## config.mk

```make
export PLATFORM = sky130hd
export DESIGN_NAME = fpga_config_readback
export DESIGN_NICKNAME = d
export VERILOG_FILES = /design/src/rtl/fpga_config_readback.sv
export SDC_FILE = /design/constraint.sdc
export NUM_CORES = 1
export LEC_CHECK = 0
export BUFFER_PORTS_ARGS = -buffer_cell sky130_fd_sc_hd__buf_2
export CAP_MARGIN = 20
export CORE_ASPECT_RATIO = 1.25
export CORE_MARGIN = 3
export CORE_UTILIZATION = 53
export DETAILED_ROUTE_END_ITERATION = 7
export GPL_TIMING_DRIVEN = 0
export PLACE_DENSITY = 0.79
export SYNTH_ARGS = -nofsm -noshare
export SYNTH_HDL_FRONTEND = slang
export SYNTH_SLANG_ARGS = --single-unit
```

## constraint.sdc

```tcl
create_clock -name clock -period 2.7 [get_ports clock]
set_input_delay 0.675 -clock clock [delete_from_list [all_inputs] [get_ports clock]]
set_output_delay 0.675 -clock clock [all_outputs]
set_load 0.02 [all_outputs]
```

## src/rtl/fpga_config_readback.sv

```systemverilog
// fpga_config_readback: walks the configuration frames in load order with a
// one-hot read select. It captures each frame and streams it LSB-first as
// OUT_W-bit words over a valid/ready interface.
//
// Ports:
//   clock, rst_n   - rising-edge clock, asynchronous active-low reset
//   start          - one-cycle readback request, sampled only in IDLE
//   abort          - terminates an in-progress readback
//   busy           - high from the cycle after start until DONE is left
//   done           - one-cycle end-of-readback pulse
//   aborted        - qualifies done when the readback was aborted
//   cfg_rd_en      - one-hot frame read select, one cycle per frame
//   cfg_rd_data    - frame data, valid the cycle after cfg_rd_en
//   out_data/out_valid/out_ready - word stream
//
// Optional feature: define READBACK_CHECKSUM_EN to append one XOR checksum
// word, covering all data words, after the last frame.
module fpga_config_readback #(
  parameter int unsigned FRAME_W    = 224,
  parameter int unsigned NUM_FRAMES = 43,
  parameter int unsigned OUT_W      = 8
) (
  input  logic                  clock,
  input  logic                  rst_n,
  input  logic                  start,
  input  logic                  abort,
  output logic                  busy,
  output logic                  done,
  output logic                  aborted,
  output logic [NUM_FRAMES-1:0] cfg_rd_en,
  input  logic [FRAME_W-1:0]    cfg_rd_data,
  output logic [OUT_W-1:0]      out_data,
  output logic                  out_valid,
  input  logic                  out_ready
);

  localparam int unsigned WORDS  = FRAME_W / OUT_W;
  localparam int unsigned WCNT_W = (WORDS > 1) ? $clog2(WORDS) : 1;
  localparam int unsigned IDX_W  = (NUM_FRAMES > 1) ? $clog2(NUM_FRAMES) : 1;

  localparam logic [WCNT_W-1:0]     LAST_WORD  = WCNT_W'(WORDS - 1);
  localparam logic [IDX_W-1:0]      LAST_FRAME = IDX_W'(NUM_FRAMES - 1);
  localparam logic [NUM_FRAMES-1:0] SEL_ONE    = NUM_FRAMES'(1);

  typedef enum logic [2:0] {
    S_IDLE,
    S_REQ,
    S_CAP,
    S_SHIFT,
`ifdef READBACK_CHECKSUM_EN
    S_CSUM,
`endif
    S_DONE
  } state_e;

  state_e                  state_q, state_d;
  logic [IDX_W-1:0]        idx_q, idx_d;
  logic [WCNT_W-1:0]       wcnt_q, wcnt_d;
  logic [FRAME_W-1:0]      shreg_q, shreg_d;
`ifdef READBACK_CHECKSUM_EN
  logic [OUT_W-1:0]        csum_q, csum_d;
`endif
  logic                    busy_q, busy_d;
  logic                    done_q, done_d;
  logic                    aborted_q, aborted_d;
  logic [NUM_FRAMES-1:0]   cfg_rd_en_q, cfg_rd_en_d;
  logic [OUT_W-1:0]        out_data_q, out_data_d;
  logic                    out_valid_q, out_valid_d;
  logic                    xfer;

  assign busy      = busy_q;
  assign done      = done_q;
  assign aborted   = aborted_q;
  assign cfg_rd_en = cfg_rd_en_q;
  assign out_data  = out_data_q;
  assign out_valid = out_valid_q;

  // Next state plus next values of every registered output.
  always_comb begin
    state_d   = state_q;
    idx_d     = idx_q;
    wcnt_d    = wcnt_q;
    shreg_d   = shreg_q;
`ifdef READBACK_CHECKSUM_EN
    csum_d    = csum_q;
`endif
    aborted_d = 1'b0;
    xfer      = out_valid_q && out_ready;

    unique case (state_q)
      S_IDLE: begin
        if (start) begin
          state_d = S_REQ;
          idx_d   = '0;
`ifdef READBACK_CHECKSUM_EN
          csum_d  = '0;
`endif
        end
      end
      S_REQ: state_d = S_CAP;
      S_CAP: begin
        shreg_d = cfg_rd_data;
        wcnt_d  = '0;
        state_d = S_SHIFT;
      end
      S_SHIFT: begin
        if (xfer) begin
          shreg_d = shreg_q >> OUT_W;
          wcnt_d  = wcnt_q + WCNT_W'(1);
`ifdef READBACK_CHECKSUM_EN
          csum_d  = csum_q ^ out_data_q;
`endif
          if (wcnt_q == LAST_WORD) begin
            if (idx_q < LAST_FRAME) begin
              idx_d   = idx_q + IDX_W'(1);
              state_d = S_REQ;
            end else begin
`ifdef READBACK_CHECKSUM_EN
              state_d = S_CSUM;
`else
              state_d = S_DONE;
`endif
            end
          end
        end
      end
`ifdef READBACK_CHECKSUM_EN
      S_CSUM: begin
        if (xfer) state_d = S_DONE;
      end
`endif
      S_DONE: state_d = S_IDLE;
      default: state_d = S_IDLE;
    endcase

    // Abort overrides everything while a readback is in flight; a word that
    // transfers in the same cycle has already been accepted by the sink.
    if (abort && (state_q != S_IDLE) && (state_q != S_DONE)) begin
      state_d   = S_DONE;
      aborted_d = 1'b1;
    end

    busy_d      = (state_d != S_IDLE);
    done_d      = (state_d == S_DONE);
    cfg_rd_en_d = (state_d == S_REQ) ? (SEL_ONE << idx_d) : '0;
    out_valid_d = (state_d == S_SHIFT);
    out_data_d  = (state_d == S_SHIFT) ? shreg_d[OUT_W-1:0] : '0;
`ifdef READBACK_CHECKSUM_EN
    if (state_d == S_CSUM) begin
      out_valid_d = 1'b1;
      out_data_d  = csum_d;
    end
`endif
  end

  // State, datapath and output registers.
  always_ff @(posedge clock or negedge rst_n) begin
    if (!rst_n) begin
      state_q     <= S_IDLE;
      idx_q       <= '0;
      wcnt_q      <= '0;
      shreg_q     <= '0;
`ifdef READBACK_CHECKSUM_EN
      csum_q      <= '0;
`endif
      busy_q      <= 1'b0;
      done_q      <= 1'b0;
      aborted_q   <= 1'b0;
      cfg_rd_en_q <= '0;
      out_data_q  <= '0;
      out_valid_q <= 1'b0;
    end else begin
      state_q     <= state_d;
      idx_q       <= idx_d;
      wcnt_q      <= wcnt_d;
      shreg_q     <= shreg_d;
`ifdef READBACK_CHECKSUM_EN
      csum_q      <= csum_d;
`endif
      busy_q      <= busy_d;
      done_q      <= done_d;
      aborted_q   <= aborted_d;
      cfg_rd_en_q <= cfg_rd_en_d;
      out_data_q  <= out_data_d;
      out_valid_q <= out_valid_d;
    end
  end

endmodule

```

==> Flow_metrics.wiki <==
{| class="wikitable"
! Metric !! Value
|-
| Worst skew pair latency || 0.54 ns
|-
| Final Core Density || 67.2%
|-
| Largest fanout on the critical path || 10
|-
| Worst Path Required || 3.17 ns
|-
| Initial cell density of the core || 54.0%
|-
| Arrival time reported for the critical path endpoint || 2.98 ns
|-
| Fill cells || 1,640
|-
| Die outline width || 139 µm
|-
| Sort of element at the start of the critical path || register
|-
| Antenna-violating nets left || 0
|-
| Final nets || 1,514
|-
| Number of DRC markers in iteration 0 || 1,605
|-
| Net Count, Synth || 1,200
|-
| Vias after detailed routing || 9,772
|-
| Core region area || 21,600 µm²
|-
| Kind of end point of the critical path || register
|-
| GRT met2 Usage || 45.2%
|-
| Post-synth design cell area || 11,700 µm²
|-
| CTS Hold Buffers Added || 0
|-
| Leading cell types in the layout, fill and taps excluded || 293 x sky130_fd_sc_hd__dfrtp_1, 284 x sky130_fd_sc_hd__buf_2, 223 x sky130_fd_sc_hd__inv_1
|-
| First-pass DRT Iterations || 8
|-
| Static leakage power || 7.92 nW
|-
| Met1 layer usage reported by global route || 34.3%
|-
| Top flip-flop cell by instance count after synthesis || sky130_fd_sc_hd__dfrtp_1
|-
| Biggest cell delay along the critical path || 0.45 ns
|-
| Largest net degree at the start of global routing || 123
|-
| Number of endpoints failing setup at the final stage || 0
|-
| Number of storage elements in the synthesis netlist || 293
|-
| Share of final-layout standard cells stronger than drive strength 1 || 27.8%
|-
| PortBufs || 283
|-
| Max-slew violation count || 0
|-
| Estimated wirelength of the detail-placed design || 23.0 mm
|-
| Total routing usage reported by global routing || 26.4%
|-
| DIE AREA || 23,800 µm²
|-
| Peak-usage layer in the global routing report || met2
|-
| Master cell of the clock root buffer || sky130_fd_sc_hd__clkbuf_16
|-
| Cells along the critical path || o21ai_0 -> nor2_1 -> a311o_1 -> a22oi_1 -> nand3_2 -> buf_2 -> nor2_1
|-
| Final critical path time including I/O delays and setup || 2.51 ns
|-
| Number of failing hold endpoints at the final stage || 0
|-
| TritonCTS clock tree || done
|-
| Y dimension of the die || 172 µm
|-
| Met3 global-route usage || 5.12%
|-
| Row Count || 60
|-
| Count of cell types in the netlist || 59
|-
| Buffers plus inverters on the worst setup path || 1
|-
| Async S/R FF share, synth || 100%
|-
| Setup repair after global routing missed its margin || no
|-
| EDFF count, synth || 0
|-
| Count of clock tree sinks || 293
|-
| Vias in the first global route || 9,779
|-
| Final setup TNS || 0 ns
|-
| Path type of the worst setup path || reg -> reg
|-
| Failing checks || design-rule violations
|-
| Number of warnings printed during yosys synthesis || 0
|-
| Global route overflow || 0
|-
| Relative max-transition margin || 55.8%
|-
| Layout overhead on the synthesized area || 24.4%
|-
| CTS clock-pin slew for the worst setup and hold paths || 0.07 ns
|-
| Peak VDD IR || 0.000640 V
|-
| Max-capacitance violation count || 0
|-
| Routed Wire Length || 32.3 mm
|-
| Average routed wire per standard cell || 20.4 µm
|-
| Most frequent CP cell || sky130_fd_sc_hd__nor2_1
|-
| Top-level I/O count || 284
|-
| Clock tree skew after final layout || 0.0101 ns
|-
| Period Utilization, post-route || 93.1%
|-
| Master of the slowest instance on the critical path || sky130_fd_sc_hd__dfrtp_1
|-
| H-tree levels || 1
|-
| Count of unresolved DRC violations after routing || 24
|-
| Inserted Diodes || 0
|-
| Worst hold path type || in -> async
|-
| Run status || finished, violations left
|-
| Power Density || 1060 nW/µm²
|-
| Worst-Margin Slew || 0.661 ns
|-
| Maximum count of clock buffers along a single path || 3
|-
| Leading cell type in the layout, fill and taps excluded || sky130_fd_sc_hd__dfrtp_1
|-
| Number of antenna violations at the first check in global routing || 3
|-
| Number of buffers created by CTS || 28
|-
| Final estimated routing congestion in global placement || 0.896
|-
| Post-Syn Instances || 969
|-
| Via density per instance || 6.17
|-
| Largest delay share family, worst path || compound AO/OA/AOI/OAI gates
|-
| Peak Freq || 398 MHz
|-
| Wire length of the first global-routing pass || 51.1 mm
|-
| Register area share after synthesis || 62.8%
|-
| Mean instance size in the synthesized netlist || 12.0 µm²
|}
cell usage after synthesis, drive strengths merged (4+ instances only):
master,count,area share (%)
nor2,54,1.8
nand3,6,0.34
inv,223,7.2
buf,14,0.60
nand2,19,0.74
o21ai,4,0.17
a222oi,216,19
dfrtp,293,63
nor3,10,0.47
a22o,10,0.75
clkbuf,68,2.2
cell type report:
class | instances | area (µm²) | area share [%]
clock buffers | 40 | 807 | 5.56
flip-flops and latches | 293 | 7330 | 50.5
well taps | 279 | 349 | 2.40
repair buffers | 285 | 1480 | 10.2
inverters | 223 | 837 | 5.77
clock inverters | 12 | 210 | 1.45
plain buffers | 81 | 329 | 2.27
multi-input cells | 371 | 3170 | 21.9
metal layers:
layer | wire, µm | up-vias
met5 | 45 | -
met2 | 16100 | 545
met4 | 1040 | 6
met1 | 12300 | 4853
li1 | - | 4281
met3 | 2840 | 87
registers in the layout (all words and copies together), names as in the netlist:
name       count
aborted        1
busy           1
cfg_rd_en     43
done           1
idx_q          6
out_data       8
out_valid      1
shreg_q      224
state_q        3
wcnt_q         5
logic make-up after synthesis:
family                   count (synthesis)  synth area share, %
AO/OA/AOI/OAI                          252                 21.3
XOR/XNOR                                 3                0.225
adder cells (fa/ha/maj)                  2                0.214
buffers and inverters                  305                 9.97
flip-flops                             293                 62.8
multiplexers                             2                0.214
AND/OR/NAND/NOR                        112                 5.21
worst paths after layout:
check,end,slack [ns],cells after the start,from
setup reg to reg,cfg_rd_en[4],0.19,7,idx_q[3]
hold reg to reg,shreg_q[121],0.49,2,shreg_q[129]
setup / recovery,cfg_rd_en[4],0.19,7,idx_q[3]
min in group clock,shreg_q[96],0.35,3,cfg_rd_data[96]
max in group asynchronous,shreg_q[209],1.62,2,rst_n
hold / removal,shreg_q[111],0.09,1,rst_n
timing repair:
action / 4_1_cts / 5_1_grt
setup endpoints to repair: 43 / 106
buffers inserted: 0 / 0
gates cloned: 0 / 0
hold endpoints to repair: 0 / 0
gates resized for setup: 2 / 6
per-stage QoR:
stage	total power [mW]	instances	hold WS [ns]	setup WS, ns	instance area (µm²)
after CTS	15.4	1585	0.0863	0.0368	14500
after global routing	16.3	1584	0.111	0.0221	14500
final	15.3	1584	0.0891	0.186	14500
after floorplan	9.67	969	0.379	0.359	11700
after detailed placement	11.1	1533	0.477	-0.312	13500
after global placement	10.8	1531	0.465	-4.32	13400
power by group:
part           total (mW)  internal [mW]  switching (mW)
Clock                4.28           2.65            1.63
Combinational        4.02           1.89            2.12
Sequential           7.04           6.00            1.04
Total                15.3           10.5            4.79
(Power assumes the default switching activity.)
